<file path="src/rtl/multicycle_control_unit.sv">
// Moore main-control FSM for the multicycle RV32I core: sequences FETCH/DECODE/EXEC/MEM/WB
// with memory handshakes, an illegal-opcode trap and a memory-wait timeout trap.
module multicycle_control_unit #(
  parameter int MEM_TIMEOUT  = 16,
  parameter int ENABLE_JUMP  = 1,
  parameter int ENABLE_UPPER = 1
) (
  input  logic       clk,
  input  logic       rst,
  input  logic [6:0] opcode,
  input  logic       imem_ack,
  input  logic       dmem_ack,
  output logic       imem_req,
  output logic       dmem_req,
  output logic       MemRead,
  output logic       MemWrite,
  output logic       ir_write,
  output logic       pc_write,
  output logic       branch,
  output logic       jump,
  output logic [1:0] ALUSrcA,
  output logic       ALUSrc,
  output logic [1:0] ALUOp,
  output logic [1:0] MemtoReg,
  output logic       RegWrite,
  output logic       illegal,
  output logic       fault,
  output logic [2:0] state_o
);

  typedef enum logic [2:0] {
    FETCH = 3'd0, DECODE = 3'd1, EXEC = 3'd2, MEM = 3'd3, WB = 3'd4, TRAP = 3'd5
  } state_t;

  localparam logic [6:0] OP_R     = 7'b0110011;
  localparam logic [6:0] OP_I     = 7'b0010011;
  localparam logic [6:0] OP_LW    = 7'b0000011;
  localparam logic [6:0] OP_SW    = 7'b0100011;
  localparam logic [6:0] OP_BR    = 7'b1100011;
  localparam logic [6:0] OP_JAL   = 7'b1101111;
  localparam logic [6:0] OP_JALR  = 7'b1100111;
  localparam logic [6:0] OP_LUI   = 7'b0110111;
  localparam logic [6:0] OP_AUIPC = 7'b0010111;

  localparam int CW = (MEM_TIMEOUT > 0) ? $clog2(MEM_TIMEOUT + 1) : 1;
  localparam logic [CW-1:0] LIMIT = CW'(MEM_TIMEOUT);

  typedef struct packed {
    logic       imem_req;
    logic       dmem_req;
    logic       mem_read;
    logic       mem_write;
    logic       pc_write;
    logic       branch;
    logic       jump;
    logic [1:0] alu_src_a;
    logic       alu_src;
    logic [1:0] alu_op;
    logic [1:0] mem_to_reg;
    logic       reg_write;
  } ctrl_t;

  state_t          state, state_nxt;
  logic [6:0]      op_q, op_nxt;
  ctrl_t           ctrl_q;
  logic [CW-1:0]   cnt;
  logic            started;
  logic            timeout, waiting, trap_ill, trap_flt;

  function automatic logic op_legal(logic [6:0] op);
    case (op)
      OP_R, OP_I, OP_LW, OP_SW, OP_BR: op_legal = 1'b1;
      OP_JAL, OP_JALR:                 op_legal = (ENABLE_JUMP != 0);
      OP_LUI, OP_AUIPC:                op_legal = (ENABLE_UPPER != 0);
      default:                         op_legal = 1'b0;
    endcase
  endfunction

  // Control word for the state being entered; outputs are registered from it.
  function automatic ctrl_t ctrl_for(state_t s, logic [6:0] op);
    ctrl_t c;
    c = '0;
    case (s)
      FETCH: c.imem_req = 1'b1;
      EXEC: begin
        case (op)
          OP_R:         c.alu_op = 2'b10;
          OP_I:         begin c.alu_src = 1'b1; c.alu_op = 2'b11; end
          OP_LW, OP_SW: c.alu_src = 1'b1;
          OP_BR:        begin c.alu_op = 2'b01; c.branch = 1'b1; end
          OP_JAL:       begin c.alu_src_a = 2'b01; c.alu_src = 1'b1; end
          OP_JALR:      c.alu_src = 1'b1;
          OP_LUI:       begin c.alu_src_a = 2'b10; c.alu_src = 1'b1; end
          OP_AUIPC:     begin c.alu_src_a = 2'b01; c.alu_src = 1'b1; end
          default:      ;
        endcase
      end
      MEM: begin
        c.dmem_req  = 1'b1;
        c.mem_read  = (op == OP_LW);
        c.mem_write = (op == OP_SW);
      end
      WB: begin
        c.reg_write = 1'b1;
        if (op == OP_LW) c.mem_to_reg = 2'b01;
        if (op == OP_JAL || op == OP_JALR) begin
          c.mem_to_reg = 2'b10;
          c.jump       = 1'b1;
          c.pc_write   = 1'b1;
        end
      end
      default: ;
    endcase
    return c;
  endfunction

  always_comb begin
    state_nxt = state;
    op_nxt    = op_q;
    trap_ill  = 1'b0;
    trap_flt  = 1'b0;
    timeout   = (MEM_TIMEOUT != 0) && (cnt == LIMIT);
    waiting   = 1'b0;
    if (!started) begin
      state_nxt = FETCH;
    end else begin
      case (state)
        FETCH: begin
          waiting = !imem_ack;
          if (imem_ack)     state_nxt = DECODE;
          else if (timeout) begin state_nxt = TRAP; trap_flt = 1'b1; end
        end
        DECODE: begin
          op_nxt = opcode;
          if (op_legal(opcode)) state_nxt = EXEC;
          else begin state_nxt = TRAP; trap_ill = 1'b1; end
        end
        EXEC: begin
          if (op_q == OP_LW || op_q == OP_SW) state_nxt = MEM;
          else if (op_q == OP_BR)             state_nxt = FETCH;
          else                                state_nxt = WB;
        end
        MEM: begin
          waiting = !dmem_ack;
          if (dmem_ack)     state_nxt = (op_q == OP_LW) ? WB : FETCH;
          else if (timeout) begin state_nxt = TRAP; trap_flt = 1'b1; end
        end
        WB:      state_nxt = FETCH;
        default: state_nxt = TRAP;
      endcase
    end
  end

  always_ff @(posedge clk or negedge rst) begin
    if (!rst) begin
      state   <= FETCH;
      op_q    <= '0;
      ctrl_q  <= '0;
      cnt     <= '0;
      started <= 1'b0;
      illegal <= 1'b0;
      fault   <= 1'b0;
    end else begin
      started <= 1'b1;
      state   <= state_nxt;
      op_q    <= op_nxt;
      ctrl_q  <= ctrl_for(state_nxt, op_nxt);
      cnt     <= (waiting && state_nxt == state) ? cnt + CW'(1) : '0;
      illegal <= illegal | trap_ill;
      fault   <= fault | trap_flt;
    end
  end

  // IR load and PC+4 happen in the cycle the instruction word arrives.
  assign ir_write = ctrl_q.imem_req & imem_ack;
  assign pc_write = ctrl_q.pc_write | (ctrl_q.imem_req & imem_ack);
  assign imem_req = ctrl_q.imem_req;
  assign dmem_req = ctrl_q.dmem_req;
  assign MemRead  = ctrl_q.mem_read;
  assign MemWrite = ctrl_q.mem_write;
  assign branch   = ctrl_q.branch;
  assign jump     = ctrl_q.jump;
  assign ALUSrcA  = ctrl_q.alu_src_a;
  assign ALUSrc   = ctrl_q.alu_src;
  assign ALUOp    = ctrl_q.alu_op;
  assign MemtoReg = ctrl_q.mem_to_reg;
  assign RegWrite = ctrl_q.reg_write;
  assign state_o  = state;

endmodule

</file>
<file path="config.mk">
export PLATFORM = sky130hd
export DESIGN_NAME = multicycle_control_unit
export DESIGN_NICKNAME = d
export VERILOG_FILES = /design/src/rtl/multicycle_control_unit.sv
export SDC_FILE = /design/constraint.sdc
export NUM_CORES = 1
export LEC_CHECK = 0
export ABC_AREA = 1
export CORE_MARGIN = 2
export CORE_UTILIZATION = 29
export DETAILED_ROUTE_END_ITERATION = 10
export PLACE_DENSITY_LB_ADDON = 0.08
export RECOVER_POWER = 25
export SLEW_MARGIN = 20
export SYNTH_ARGS = -nofsm -noshare
export SYNTH_HDL_FRONTEND = slang
export SYNTH_SLANG_ARGS = --single-unit
</file>
<file path="constraint.sdc">
create_clock -name clk -period 1.35 [get_ports clk]
set_input_delay 0.2025 -clock clk [delete_from_list [all_inputs] [get_ports clk]]
set_output_delay 0.2025 -clock clk [all_outputs]
set_load 0.01 [all_outputs]
</file>
# --- Word-level counts from Yosys, hierarchy flattened ---
# Cells that the tools add are included.
totals:
  register_bits: 32
  in_bits: 11
  out_inout_bits: 21
  wordCells: 100
op_classes:
  add_sub_neg: 1
  n_eq_ne: 30
  mux: 38
  bitwise_logic: 4
  n_reduce_logical: 10
op_table:
  columns: ["operator", "count"]
  rows:
  - ["$eq A7 B6 Y1 const B", 7]
  - ["$eq A7 B7 Y1 const B", 7]
  - ["$mux W3", 10]
  - ["$eq A7 B5 Y1 const B", 4]
  - ["$eq A7 B2 Y1 const B", 3]
  - ["$mux W1", 18]
  - ["$pmux W3 S5", 1]
  - ["$mux W7", 2]
  - ["$eq A3 B2 Y1 const B", 4]
  - ["$mux W5", 2]
  - ["$reduce_or A9 Y1", 1]
  - ["$reduce_or A7 Y1", 1]
  - ["$eq A3 B3 Y1 const B", 2]
  - ["$logic_not A3 Y1", 2]
  - ["$pmux W2 S3", 1]
  - ["$add A5 B1 Y5 const B", 1]
  - ["$eq A5 B5 Y1 const B", 1]
  - ["$pmux W1 S2", 2]
  - ["$pmux W2 S2", 1]
  - ["$eq A3 B1 Y1 const B", 1]
  - ["$eq A3 B3 Y1", 1]
  - ["$or A1 B1 Y1", 3]
  - ["$logic_not A1 Y1", 2]
  - ["$logic_or A1 B1 Y1", 2]
  - ["other kinds (4)", 4]

# --- Logic depth before layout (Yosys ltp) ---
depth:
  word_depth: 11
  ltp_mapped: 13
  ltp_nobuf: 13

# --- Least setup slack after synthesis ---
# OpenSTA, ideal clock, no wires.
synth_path:
  kind: "reg2reg"
  startpoint: "register state[0], in the netlist state_o[0]"
  endpoint: "register ctrl_q (netlist bit ALUSrc)"
  setup_ns: 0.116
  arrival_time_ns: 1.417
  t_required_ns: 1.234
  path_slack_ns: -0.183
  stages_incl_launch_ff: 13
  path_buffers: 1
  synth_period_minus_slack_ns: 1.533
  cell_sequence: "dfrtp_1 -> inv_2 -> nor2_4 -> nand3_4 -> buf_6 -> nand2_2 -> nand2_4 -> nand2_1 -> nor2_1 -> nand2_2 -> nand3_2 -> nor2_2 -> nor2_2"
synth_via:
  elab_chain_cells: 7
  word_cells_on_any_way: 23
  classes_between: "eq/ne (12); mux (9); reduce/logical (2)"
synth_lines:
  columns: ["item", "line_no", "text"]
  rows:
  - ["from (decl)", "63", "state_t state, state_nxt;"]
  - ["from (signal assigned)", "165", "state <= state_nxt;"]
  - ["$eq A3 B1 Y1", "127", "case (state)"]
  - ["$mux W7", "127", null]
  - ["$mux W7", "124", "if (!started) begin"]
  - ["$eq A7 B2 Y1, or another cell as far along", "86", "case (op)"]
  - ["$reduce_or A7 Y1 (no source line)", null, null]
  - ["$mux W1", "86", null]
  - ["$mux W5 (*)", "83", "case (s)"]
  - ["to (signal assigned)", "167", "ctrl_q <= ctrl_for(state_nxt, op_nxt);"]
  - ["to (decl)", "65", "ctrl_t ctrl_q;"]
# Every way passes the cells marked *; elsewhere a longest branch is shown, timed or not.

# --- Final worst setup path ---
layout_path:
  startpoint: "register state[2], in the netlist state_o[2]"
  endpoint: "register ctrl_q (netlist bit ALUSrc)"
# Same word-level chain as after synthesis.

==> results.json <==
{
  "outcome": "finished with violations",
  "violations": "setup timing",
  "clkTransAtPathRegs_ns": 0.07,
  "die_h_um": 79.7,
  "ir_worst_vdd_uv": 1080,
  "cp.arrival_ns": 1.85,
  "synth_area_per_cell_um2": 8.11,
  "hold_depth": 1,
  "cts_max_level": 2,
  "cp-start-kind": "flop",
  "tightest_slew_ns": 0.795,
  "skew_ns": 0.00800,
  "min_period_over_period_pct": 121,
  "numCtsBuffers": 5,
  "gp_congestion": 0.823,
  "insertion_delay_ns": 0.27,
  "startpoint": "state_o[2]",
  "syn_area_um2": 1660,
  "worst_slack_ns": -0.287,
  "slew_headroom_pct": 47.0,
  "cp-end-kind": "flop",
  "drt.antenna.violating_nets": 0,
  "ys_seq_area_share_pct": 46.7,
  "dieArea_um2": 6360,
  "drtIter0Drc": 60,
  "post-route-min-period_ns": 1.64,
  "timing.rr.start": "state_o[2]",
  "reg2reg_depth": 9,
  "vias": 1603,
  "cts_tree": "built",
  "critPathMaxStageDelay_ns": 0.47,
  "io_pins": 32,
  "nNetsFinal": 307,
  "antenna_found_initial": 0,
  "fin_area_um2": 2880,
  "hpwlAfterDp_mm": 2.96,
  "dr.pass1.iters": 6,
  "multiInputGateArea_um2": 1010,
  "vias_per_cell": 4.37,
  "hold_start": "illegal",
  "n_fill_cell": 521,
  "grt_max_degree": 32,
  "rows": 27,
  "ys_warn_count": 0,
  "grt_usage_pct": 14.7,
  "grt_pass1_vias": 1615,
  "timing.final.max_slew_violations": 0,
  "path_class": "reg -> reg",
  "required_ns": 1.56,
  "min_path_type": "reg -> reg",
  "hold_viol": 0,
  "core-area_um2": 5510,
  "setup_violations": 21,
  "yosysUniqueCellTypes": 30,
  "area_growth_pct": 73.4,
  "power_density_nw_per_um2": 1300,
  "finalPower_w": 0.00374,
  "ys_ff_latch": 31,
  "cts_num_sinks": 31,
  "drc": 0,
  "grt_pass1_wl_mm": 7.22,
  "cp_slowest_cell": "dfrtp_2",
  "regArea_um2": 779,
  "cp_max_fo": 7,
  "place_area_um2": 2390,
  "wl_mm": 4.43,
  "p_leak_nw": 1.61,
  "cts_max_path_buffers": 2,
  "max_cap_viol_count": 0,
  "ctsHoldBuffers": 0,
  "grt-ovfl-total": 0,
  "wl_per_cell_um": 12.1,
  "insertedDiodeCount": 0,
  "port_buffers": 31,
  "drive_above_1_share_pct": 51.5,
  "synth_nets": 218,
  "cts-root-buf": "clkbuf_8",
  "r2r_setup_slack_ns": -0.29,
  "clock.fmax_ghz": 0.611,
  "die_width_um": 79.7,
  "syn_inst": 205,
  "rsz0062_at_grt": "yes",
  "start_util_pct": 30.2,
  "crit_chain": "nor2_4, nand3_4, o21ai_4, nand2_2, nor2_4, nand2_2, nand3_2, nor2_2, nor2_2"
}
[per-stage QoR]
step	hold WS, ns	TNS, ns	cells	utilization [%]	setup slack, ns
6_report	0.475	-4.51	367	52.4	-0.287
5_1_grt	0.507	-6.76	367	52.4	-0.388
4_1_cts	0.302	-3.85	364	48.8	-0.269
3_5_place_dp	0.473	-9.63	347	43.4	-0.511
3_3_place_gp	0.461	-8.66	347	43.4	-0.476
2_1_floorplan	-0.0931	-1.30	205	-	-0.115
[layer usage]
layer  track usage (%)  part of all wire, %
met1              18.2                   44
met5                 0                    0
met2              26.5                   52
met3              2.71                  3.1
met4              3.10                 0.56
[registers in the layout (all words and copies together) (netlist names), 2 cells and up]
signal   count
state_o      3
ALUSrcA      2
ALUOp        2
cnt          5
op_q         7
[Yosys cell counts]
cell | number | area [um^2]
xnor2_1 | 1 | 8.76
nand3_4 | 1 | 17.5
o21bai_1 | 2 | 15.0
buf_2 | 1 | 5.00
o21ai_2 | 2 | 17.5
conb_1 | 1 | 3.75
or2_2 | 1 | 6.26
nand2_2 | 13 | 81.3
nor2_2 | 5 | 31.3
clkinv_2 | 1 | 5.00
nand4_1 | 2 | 12.5
nor3_1 | 6 | 30.0
buf_6 | 2 | 22.5
nand2_4 | 1 | 11.3
dfrtp_1 | 31 | 776
nand2_1 | 44 | 165
nor2_8 | 1 | 20.0
nand3b_1 | 1 | 7.51
inv_2 | 4 | 15.0
nor2_1 | 24 | 90.1
xor2_1 | 2 | 17.5
ha_1 | 2 | 25.0
a21oi_2 | 2 | 17.5
inv_1 | 26 | 97.6
nand3_2 | 2 | 20.0
a21oi_1 | 2 | 10.0
nand3_1 | 21 | 105
o21ai_0 | 2 | 10.0
buf_4 | 1 | 7.51
nor2_4 | 1 | 11.3
[power breakdown]
group | internal, W | switching, W
logic | 0.000830 | 0.000943
registers | 0.00107 | 0.000102
clock network | 0.000463 | 0.000337
total | 0.00236 | 0.00138
[critical path, delay by kind of cell (launching register included)]
| kind | cells | cell delay, ns |
|---|---|---|
| DFF | 1 | 0.47 |
| AOI/OAI and AO/OA | 1 | 0.24 |
| and+or+nand+nor | 8 | 0.86 |
[path summary, 6_finish.rpt]
check,to
worst max-delay path,ALUSrc
worst min-delay path,illegal
worst max register to register,ALUSrc
worst min register to register,illegal
max in group asynchronous,state_o[1]
min in group asynchronous,started
[cell usage in the layout (no fill, tap or decap), types with 8 or more instances in the layout]
master | Yosys | layout
nor2_1 | 24 | 15
dfrtp_1 | 31 | 28
dlymetal6s2s_1 | 0 | 10
nand3_1 | 21 | 9
buf_4 | 1 | 44
buf_6 | 2 | 8
inv_1 | 26 | 21
nand3_2 | 2 | 11
clkdlybuf4s50_1 | 0 | 9
nand2_2 | 13 | 22
nor2_2 | 5 | 9
nand2_1 | 44 | 28
nand2_4 | 1 | 8
[kinds of logic after synthesis]
group | synth area share, %
xor gates and xnor gates | 1.58
adders and majority gates | 1.50
other | 0.226
DFF | 46.7
AOI/OAI and AO/OA | 4.21
buffers and inverters | 9.18
and+or+nand+nor | 36.6
[layout make-up]
cell class	count	share of cell area (%)
Sequential cell	31	27.0
Clock inverter	1	0.260
Clock buffer	7	3.34
Inverter	31	4.43
Multi-Input combinational cell	140	35.0
Tap cell	72	3.13
Timing Repair Buffer	85	26.8
[timing repair]
item | in CTS | in global routing
gates resized for setup | 52 | 55
cloned | 1 | 0
pin swaps | 17 | 23
hold endpoints to repair | 0 | 0
setup buffers | 8 | 5
setup endpoints to repair | 32 | 38
Note: power is estimated with default switching activity, not from simulation.
